[src/rtl/hazard_pkg.sv]
// rtl/hazard_pkg.sv - shared types and encodings for the pipeline hazard controller
package hazard_pkg;

  typedef enum logic [1:0] {
    IDLE = 2'd0,
    WAIT = 2'd1,
    TRAP = 2'd2
  } state_t;

  localparam logic [1:0] RESULT_ALU = 2'b00;
  localparam logic [1:0] RESULT_MEM = 2'b01;
  localparam logic [1:0] RESULT_PC4 = 2'b10;

  localparam int DEFAULT_TIMEOUT = 64;

endpackage

[src/rtl/pipeline_hazard_ctrl_if.sv]
// rtl/pipeline_hazard_ctrl_if.sv - data-memory request/ready handshake
interface pipeline_hazard_ctrl_if;

  logic mem_req;
  logic mem_we;
  logic mem_ready;

  modport master (output mem_req, output mem_we, input mem_ready);
  modport slave  (input mem_req, input mem_we, output mem_ready);

endinterface

[src/rtl/mem_wait_fsm.sv]
// rtl/mem_wait_fsm.sv - data-memory request FSM with wait-timeout trap
module mem_wait_fsm
  import hazard_pkg::*;
#(
  parameter int TIMEOUT = DEFAULT_TIMEOUT
) (
  input  logic clk,
  input  logic rst,
  input  logic mem_op,
  input  logic mem_ready,
  output logic mem_req,
  output logic mem_stall,
  output logic mem_err
);

  localparam logic [7:0] LAST = 8'(TIMEOUT - 1);

  state_t     state, state_next;
  logic [7:0] wait_cnt, wait_cnt_next;

  always_ff @(posedge clk) begin
    if (rst) begin
      state    <= IDLE;
      wait_cnt <= 8'd0;
    end else begin
      state    <= state_next;
      wait_cnt <= wait_cnt_next;
    end
  end

  always_comb begin
    state_next    = state;
    wait_cnt_next = wait_cnt;
    mem_req       = 1'b0;
    mem_stall     = 1'b0;
    mem_err       = 1'b0;
    if (!rst) begin
      case (state)
        IDLE: begin
          mem_req = mem_op;
          if (mem_op && !mem_ready) begin
            mem_stall     = 1'b1;
            state_next    = WAIT;
            // the unready IDLE cycle is the first one toward the timeout
            wait_cnt_next = 8'd1;
          end
        end
        WAIT: begin
          mem_req = 1'b1;
          if (mem_ready) begin
            state_next    = IDLE;
            wait_cnt_next = 8'd0;
          end else begin
            mem_stall = 1'b1;
            if (wait_cnt == LAST) state_next = TRAP;
            else                  wait_cnt_next = wait_cnt + 8'd1;
          end
        end
        TRAP: begin
          mem_stall = 1'b1;
          mem_err   = 1'b1;
        end
        default: state_next = IDLE;
      endcase
    end
  end

endmodule

[src/rtl/pipeline_hazard_ctrl.sv]
// rtl/pipeline_hazard_ctrl.sv - stall/flush controller for the five-stage pipeline
module pipeline_hazard_ctrl
  import hazard_pkg::*;
#(
  parameter int DATA_WIDTH = 32,
  parameter int TIMEOUT    = DEFAULT_TIMEOUT
) (
  input  logic                  clk,
  input  logic                  rst,
  input  logic [4:0]            Rs1D,
  input  logic [4:0]            Rs2D,
  input  logic [4:0]            RdE,
  input  logic [1:0]            ResultSrcE,
  input  logic                  PCSrcE,
  input  logic                  MemReadM,
  input  logic                  MemWriteM,
  pipeline_hazard_ctrl_if.master mem,
  output logic                  StallF,
  output logic                  StallD,
  output logic                  StallE,
  output logic                  StallM,
  output logic                  FlushD,
  output logic                  FlushE,
  output logic                  FlushW,
  output logic                  mem_err,
  output logic [DATA_WIDTH-1:0] stall_cnt
);

  logic req;
  logic mem_stall;
  logic lw_stall;

  mem_wait_fsm #(.TIMEOUT(TIMEOUT)) u_fsm (
    .clk       (clk),
    .rst       (rst),
    .mem_op    (MemReadM | MemWriteM),
    .mem_ready (mem.mem_ready),
    .mem_req   (req),
    .mem_stall (mem_stall),
    .mem_err   (mem_err)
  );

  assign mem.mem_req = req;
  assign mem.mem_we  = req & MemWriteM;

  assign lw_stall = (ResultSrcE == RESULT_MEM) && (RdE != 5'd0) &&
                    ((RdE == Rs1D) || (RdE == Rs2D));

  always_comb begin
    StallF = 1'b0;
    StallD = 1'b0;
    StallE = 1'b0;
    StallM = 1'b0;
    FlushD = 1'b0;
    FlushE = 1'b0;
    FlushW = 1'b0;
    if (rst) begin
      FlushD = 1'b1;
      FlushE = 1'b1;
      FlushW = 1'b1;
    end else if (mem_stall) begin
      // freeze everything; D/E flushes wait until the memory releases
      StallF = 1'b1;
      StallD = 1'b1;
      StallE = 1'b1;
      StallM = 1'b1;
      FlushW = 1'b1;
    end else begin
      StallF = lw_stall;
      StallD = lw_stall;
      FlushD = PCSrcE;
      FlushE = PCSrcE | lw_stall;
    end
  end

  always_ff @(posedge clk) begin
    if (rst)
      stall_cnt <= '0;
    else if (StallF && (stall_cnt != '1))
      stall_cnt <= stall_cnt + DATA_WIDTH'(1);
  end

endmodule

[src/flat_wrapper.sv]
// flat-port wrapper written by rule: the top's interface ports become plain ports
module pipeline_hazard_ctrl_flat import hazard_pkg::*;
#(
  parameter int DATA_WIDTH = 32,
  parameter int TIMEOUT    = DEFAULT_TIMEOUT
)
  (clk, rst, Rs1D, Rs2D, RdE, ResultSrcE, PCSrcE, MemReadM, MemWriteM, StallF, StallD, StallE, StallM, FlushD, FlushE, FlushW, mem_err, stall_cnt, mem_mem_req, mem_mem_we, mem_mem_ready);
  pipeline_hazard_ctrl_if mem_i ();
  input  logic clk;
  input  logic rst;
  input  logic [4:0] Rs1D;
  input  logic [4:0] Rs2D;
  input  logic [4:0] RdE;
  input  logic [1:0] ResultSrcE;
  input  logic PCSrcE;
  input  logic MemReadM;
  input  logic MemWriteM;
  output logic StallF;
  output logic StallD;
  output logic StallE;
  output logic StallM;
  output logic FlushD;
  output logic FlushE;
  output logic FlushW;
  output logic mem_err;
  output logic [DATA_WIDTH-1:0] stall_cnt;
  output wire logic [$bits(mem_i.mem_req)-1:0] mem_mem_req;
  output wire logic [$bits(mem_i.mem_we)-1:0] mem_mem_we;
  input wire logic [$bits(mem_i.mem_ready)-1:0] mem_mem_ready;
  assign mem_mem_req = mem_i.mem_req;
  assign mem_mem_we = mem_i.mem_we;
  assign mem_i.mem_ready = mem_mem_ready;
  pipeline_hazard_ctrl #(.DATA_WIDTH(DATA_WIDTH), .TIMEOUT(TIMEOUT)) u_core (.clk(clk), .rst(rst), .Rs1D(Rs1D), .Rs2D(Rs2D), .RdE(RdE), .ResultSrcE(ResultSrcE), .PCSrcE(PCSrcE), .MemReadM(MemReadM), .MemWriteM(MemWriteM), .mem(mem_i), .StallF(StallF), .StallD(StallD), .StallE(StallE), .StallM(StallM), .FlushD(FlushD), .FlushE(FlushE), .FlushW(FlushW), .mem_err(mem_err), .stall_cnt(stall_cnt));
endmodule
[config.mk]
export PLATFORM = sky130hd
export DESIGN_NAME = pipeline_hazard_ctrl_flat
export DESIGN_NICKNAME = d
export VERILOG_FILES = /design/src/rtl/hazard_pkg.sv /design/src/rtl/pipeline_hazard_ctrl_if.sv /design/src/rtl/mem_wait_fsm.sv /design/src/rtl/pipeline_hazard_ctrl.sv /design/src/flat_wrapper.sv
export SDC_FILE = /design/constraint.sdc
export NUM_CORES = 1
export LEC_CHECK = 0
export BUFFER_PORTS_ARGS = -buffer_cell sky130_fd_sc_hd__buf_2
export CAP_MARGIN = 20
export CELL_PAD_IN_SITES_DETAIL_PLACEMENT = 1
export CELL_PAD_IN_SITES_GLOBAL_PLACEMENT = 2
export CORE_UTILIZATION = 32
export CTS_CLUSTER_SIZE = 10
export DETAILED_ROUTE_END_ITERATION = 10
export GPL_TIMING_DRIVEN = 0
export PLACE_DENSITY_LB_ADDON = 0.1
export SYNTH_ARGS = -nofsm -noshare
export SYNTH_HDL_FRONTEND = slang
export SYNTH_HIERARCHICAL = 1
export SYNTH_SLANG_ARGS = --single-unit
[constraint.sdc]
create_clock -name clk -period 4.4 [get_ports clk]
set_clock_uncertainty 0.2 [all_clocks]
set_input_delay 0.66 -clock clk [delete_from_list [all_inputs] [get_ports clk]]
set_output_delay 0.66 -clock clk [all_outputs]
set_load 0.01 [all_outputs]
==> results.md, run 1 <==
- Status: completed
- CP startpoint kind: primary input
- Final setup margin: approximately 1 ns
- Setup_tns: 0 ns
- Port Buf Inserts: 64
- Initial antenna violation count: 0
- PwrDens: 241 nW/um^2
- CTS root buf: clkbuf_8
- Post-synth EDFFs: 0
- Hold Crit Depth: 2
- Worst slew margin: 53.0%
- Number of fillers in the final layout: about 930
- Core Region: 7250 sq um
- Worst reg2reg startpoint: u_core/u_fsm/state[0]
- Worst slew pin tran: just over 0.7 ns
- Resized cells post-CTS: 0
- Most frequent cells in the layout: buf_2, dfxtp_1, a21oi_1, nand2_1
- Top post-synthesis cells by area: dfxtp_1, a21oi_1, xnor2_1
- Post-synth top area cell: dfxtp_1
- Die width: roughly 89 microns
- Critical-path maximum fanout: 9
- Gr usage total: between 10% and 20%
- Fin crit share: between 70% and 80%
- Die ar.: 7870 sq um
- Number of max-cap violations: 0
- CP arrival: about 2.5 ns
- Vias in the first global route: approximately 2200
- Clock Sinks: 42
- N_diodes: 0
- Post-synth top area share: 34.9%
- Drt pass-1 iters: 4
- Worst vdd ir: 0.141 mV
- CP max stage cell: or4_1
- CP Capture Type: primary output
- CP startpoint: RdE[1]
- Most frequent CP cell: buf_2
- Die H: around 89 microns
- WL final: around 7 mm
- Initial Utilization: around a third
- Setup CP Type: primary input to primary output
- Mapped Area: about 2400 sq um
- CTS H-Tree Depth: 2
- Hpwl dp: between 5 and 6 mm
- IO Count: between 60 and 70
- RSZ-0062 raised after global routing: no
- Primary FF master, synth: dfxtp_1
- Hold_ws: roughly 0.29 ns
- # hold bufs at CTS: 0
- CTS buffer count: 5
- CP Depth: 8
- Critical path's largest stage delay: 0.51 ns
- Clk_lat worst skew: 0.29 ns
- Final hold violations: 0
- Post-Synthesis Cells: around 300
- Final setup fails: 0
- Commonest non-fill, non-tap cell in the layout: buf_2
- GRT Residual Overflow: 0
- Tmin final: around 3.4 ns
- Share of layout cells above drive strength 1: roughly a quarter
- Max Slew Vio Count: 0
- Initial DRC count: between 70 and 80
- Worst R2R Path Depth: 8
- Critical Path, Cell by Cell: buf_2, or4_1, o21ai_0, inv_1, a21oi_4, nor2_1, buf_4, buf_2
- First-pass GRT wire length: around 11 mm
- Critical path data required time: 3.54 ns
- Post-synth ARST share: 0%
- Ys Warns: 6
- CTS tree: done
- Post-route ant nets: 0
- Hold WC Path Type: flop to flop
- Largest net degree at the start of global routing: 12
- Sequential share of the synthesized area: 34.9%
- Maximum root-to-sink buffer count: 2
- Worst path bufs/invs: 4
- Distinct cells, synth: 56
- Syn Area/Cell: 8.19 sq um
- Pleak: 1.08 nW
- Fmax: 297 MHz
- Wire per inst: about 15 microns
- Num rows: 31
- Gpl congestion: around 0.72
- Syn_nets: 319
- Area growth syn-to-layout: 21.6%
- Avg Vias per Cell: around 5.3
- Clk slew on worst S/H paths: 0.08 ns
- Post-CTS Setup Bufs: 0
- Setup WS pre-CTS: about 0.80 ns
- Layout Nets: 390
- Total number of vias: around 2500
- Critical hold path startpoint: u_core/u_fsm/wait_cnt[6]
- #FFs+latches synth: 42
- Number of remaining DRC errors: 0
- Crit-path leading delay family: compound AO/OA/AOI/OAI gates
-- final timing paths --
path / slack [ns] / endpoint
max: 1.03 / StallF
min: 0.29 / u_core/u_fsm/wait_cnt[6]
max reg2reg: 1.20 / u_core/stall_cnt[23]
min reg2reg: 0.29 / u_core/u_fsm/wait_cnt[6]
-- sequential cells by signal (all words and copies together) (netlist names) --
name                   cells
u_core/stall_cnt          32
u_core/u_fsm/wait_cnt      8
u_core/u_fsm/state         2
-- cell families after synthesis --
group	Yosys count	synth area share, %
muxes	6	2.75
buffers and inverters	21	4.00
xor gates and xnor gates	14	5.09
AOI/OAI and AO/OA	77	19.7
adders and majority gates	2	1.04
and+or+nand+nor	132	32.5
DFF	42	34.9
-- area by class of cell --
| type | instances | area (sq um) | share of cell area, % |
|---|---|---|---|
| multi-input combinational | 231 | 1470 | 50.2 |
| sequential | 42 | 841 | 28.7 |
| timing repair buffer | 64 | 320 | 10.9 |
| tap | 99 | 124 | 4.23 |
| clock buffer | 7 | 76.3 | 2.61 |
| buffer | 10 | 55.1 | 1.88 |
| inverter | 11 | 41.3 | 1.41 |
-- worst min-delay path: stages, from the launching register on --
cell and delay (ns):
dfxtp_1 0.32, o21ai_0 0.07, a21oi_1 0.06
-- cells in the mapped netlist (2+ instances only) --
cell	count
a21o_1	2
nor2b_1	8
a311oi_1	2
nor3_1	7
mux2_2	5
a31oi_1	6
nor4_1	5
dfxtp_1	42
or3_1	12
and3_1	3
inv_1	11
nand3_1	15
clkbuf_1	5
buf_4	2
nand2_1	18
or4_1	10
nand4_1	8
ha_1	2
xnor2_1	13
a211oi_1	2
or3_2	2
nand3b_1	3
and2_1	3
and4_1	3
nand2b_1	3
o21ai_0	17
or2_2	3
o31ai_1	8
a21oi_1	31
nor2_1	17
-- metrics by stage --
stage,instances,util [%],total power [mW],area (sq um)
floorplan,294,-,0.442,2410
global placement,457,39.3,0.476,2850
detailed placement,457,39.3,0.477,2850
CTS,464,40.4,0.719,2930
global route,464,40.4,0.743,2930
finish,464,40.4,0.705,2930
-- power by group --
group          switching (mW)  internal (mW)  total [mW]
Combinational          0.0482         0.0328      0.0810
Sequential            0.00344          0.382       0.386
Clock                   0.128          0.109       0.238
-- routing by layer --
metal	track usage (%)	share of wire, %
met2	28.6	43
met3	3.08	5.2
met1	25.6	50
met4	5.72	1.2
met5	0	0
Power figures use the tool's default switching activity.
==> run 2, diff against run 1 <==
--- a/config.mk
+++ b/config.mk
@@ -9,7 +9,7 @@
 export CAP_MARGIN = 20
 export CELL_PAD_IN_SITES_DETAIL_PLACEMENT = 1
 export CELL_PAD_IN_SITES_GLOBAL_PLACEMENT = 2
-export CORE_UTILIZATION = 32
+export CORE_UTILIZATION = 27
 export CTS_CLUSTER_SIZE = 10
 export DETAILED_ROUTE_END_ITERATION = 10
 export GPL_TIMING_DRIVEN = 0
==> constraint.sdc (replaced) <==
create_clock -name clk -period 2.95 [get_ports clk]
set_clock_uncertainty 0.2 [all_clocks]
set_input_delay 0.4425 -clock clk [delete_from_list [all_inputs] [get_ports clk]]
set_output_delay 0.4425 -clock clk [all_outputs]
set_load 0.01 [all_outputs]
==> run 2 against run 1 <==
Effect of this change:
- routed wire length increased by 5.7%
- non-clock buffer count increased by 4
- largest power group unchanged
- die area increased by 18%
- register-to-register slack got worse by 0.97 ns
- flip-flop and latch count unchanged
- worst hold slack about the same
- critical path depth unchanged
- first-iteration DRC count decreased by 11%
- via count increased by 1.8%
- cell area increased by 3.8%
- combinational power increased by 64%
==> results.md, run 2 (synthesized netlist as in run 1, its figures left out) <==
- Largest registers: u_core/stall_cnt x32, u_core/u_fsm/wait_cnt x8, u_core/u_fsm/state x2
- Pleak: between 1 and 1.5 nW
- Critical path's largest stage delay: 0.53 ns
- Share of layout cells above drive strength 1: 27.6%
- Setup_tns: 0 ns
- Area growth syn-to-layout: 26.2%
- Worst reg2reg startpoint: u_core/u_fsm/state[0]
- Critical path data required time: 2.31 ns
- Initial DRC count: 63
- Tmin final: between 2 and 3 ns
- Number of max-cap violations: 0
- N_diodes: 0
- Worst slew margin: a little under three fifths
- Initial Utilization: between 20% and 30%
- Pint: around 0.9 mW
- WL final: 7.42 mm
- Layout Nets: about 390
- Critical hold path startpoint: mem_mem_ready
- Fmax: roughly 360 MHz
- PwrDens: a little under 400 nW/um^2
- Post-route ant nets: 0
- Port Buf Inserts: 64
- Setup CP Type: primary input to primary output
- Maximum root-to-sink buffer count: 2
- Clock Sinks: between 40 and 50
- Final setup fails: 0
- Seq pwr share: around 49%
- Worst vdd ir: between 0.15 and 0.2 mV
- RSZ-0062 raised after global routing: no
- Logic gate share of total power: 11.4%
- CP Capture Type: primary output
- Wire per inst: 15.5 microns
- Initial antenna violation count: 0
- Most frequent CP cell: buf_2
- CP max stage cell: or4_1
- Max Slew Vio Count: 0
- CP startpoint kind: primary input
- Top reg by flops: u_core/stall_cnt
- Largest net degree at the start of global routing: 13
- Drt pass-1 iters: 4
- Placed insts: between 400 and 500
- Gr usage total: 16.1%
- Die width: ~96 microns
- Hold WC Path Type: primary input to flop
- CTS H-Tree Depth: 2
- Clk slew on worst S/H paths: about 0.080 ns
- Number of fillers in the final layout: between 1000 and 1500
- Vias in the first global route: about 2300
- CP arrival: about 2.1 ns
- Status: completed
- Num rows: 34
- Hpwl dp: 5.51 mm
- CTS buffer count: 5
- CP startpoint: RdE[1]
- Power share of the clock group: 39.4%
- Avg Vias per Cell: 5.23
- Die H: just under 100 microns
- Worst path bufs/invs: 4
- CTS tree: done
- Most frequent cells in the layout: buf_2, dfxtp_1, a21oi_1, nand2_1, nor2_1
- Fin crit share: 94.2%
- Multi-input logic area: 1510 sq um
- CTS root buf: clkbuf_8
- IO Count: between 60 and 70
- Worst slew pin tran: between 0.6 and 0.7 ns
- Max reg flops: 32
- Core Region: about 8700 sq um
- Final hold violations: 0
- Sw Ratio: between 20% and 30%
- Number of remaining DRC errors: 0
- Final std cells w/o fill: about 480
- Net Sw Power: approximately 0.29 mW
- GRT Residual Overflow: 0
- Clk_lat worst skew: slightly below 0.3 ns
- Gpl congestion: between 0.7 and 0.8
- Seq. cell area: approximately 840 sq um
- Critical-path maximum fanout: 9
- First-pass GRT wire length: around 11 mm
- Die ar.: 9300 sq um
- # hold bufs at CTS: 0
- Critical Path, Cell by Cell: buf_2, or4_1, o21ai_2, inv_1, a21oi_4, nor2_1, buf_4, buf_2
- Commonest non-fill, non-tap cell in the layout: buf_2
- Total number of vias: roughly 2500
- Crit-path leading delay family: simple AND/OR/NAND/NOR gates
## run 2: per-layer routing
metal	vias to the layer above	track usage (%)	share of wire, %
li1	1242	-	-
met1	1202	22.4	51
met2	53	26.0	44
met3	2	2.97	4.9
met4	0	3.31	0.54
met5	-	0	0
## run 2: path summary, 6_finish.rpt
check                        endpoint  slack [ns]  cells after the start
min             u_core/u_fsm/state[0]        0.29                      3
min reg2reg  u_core/u_fsm/wait_cnt[6]        0.30                      2
max                            StallF        0.17                      8
max reg2reg      u_core/stall_cnt[31]        0.23                      9
## run 2: per-stage QoR
step,hold WS (ns),setup WS (ns),power (mW),instance area (sq um),util [%]
floorplan,0.257,0.140,0.659,2410,-
global route,0.297,0.0107,1.24,3040,35.0
global placement,0.282,-0.436,0.712,2860,33.0
finish,0.291,0.170,1.17,3040,35.0
detailed placement,0.288,-0.481,0.713,2860,33.0
CTS,0.285,0.00710,1.20,3000,34.6
## run 2: power by group through the flow
stage / logic, mW / registers [mW] / clock network [mW]
floorplan: 0.0714 / 0.588 / 0
global placement: 0.124 / 0.589 / 0
detailed placement: 0.124 / 0.589 / 0
CTS: 0.130 / 0.576 / 0.491
global route: 0.149 / 0.577 / 0.513
finish: 0.133 / 0.576 / 0.461
## run 2: tightest hold or removal path, stage by stage
cell	delay (ns)
buf_2	0.14
nand2b_1	0.12
a21oi_1	0.04
## run 2: area by class of cell
type | count | share of cell area, %
multi-input cells | 231 | 49.7
inverters | 11 | 1.36
repair buffers | 68 | 11.5
clock inverters | 1 | 0.988
clock buffers | 7 | 2.51
flip-flops and latches | 42 | 27.7
plain buffers | 10 | 1.81
well taps | 108 | 4.45
## run 2: timing repair
action                     4_1_cts  5_1_grt
buffers inserted                 2        2
pin swaps                        1        1
setup endpoints to repair       22       19
cloned                           0        0
resized for setup                3        4
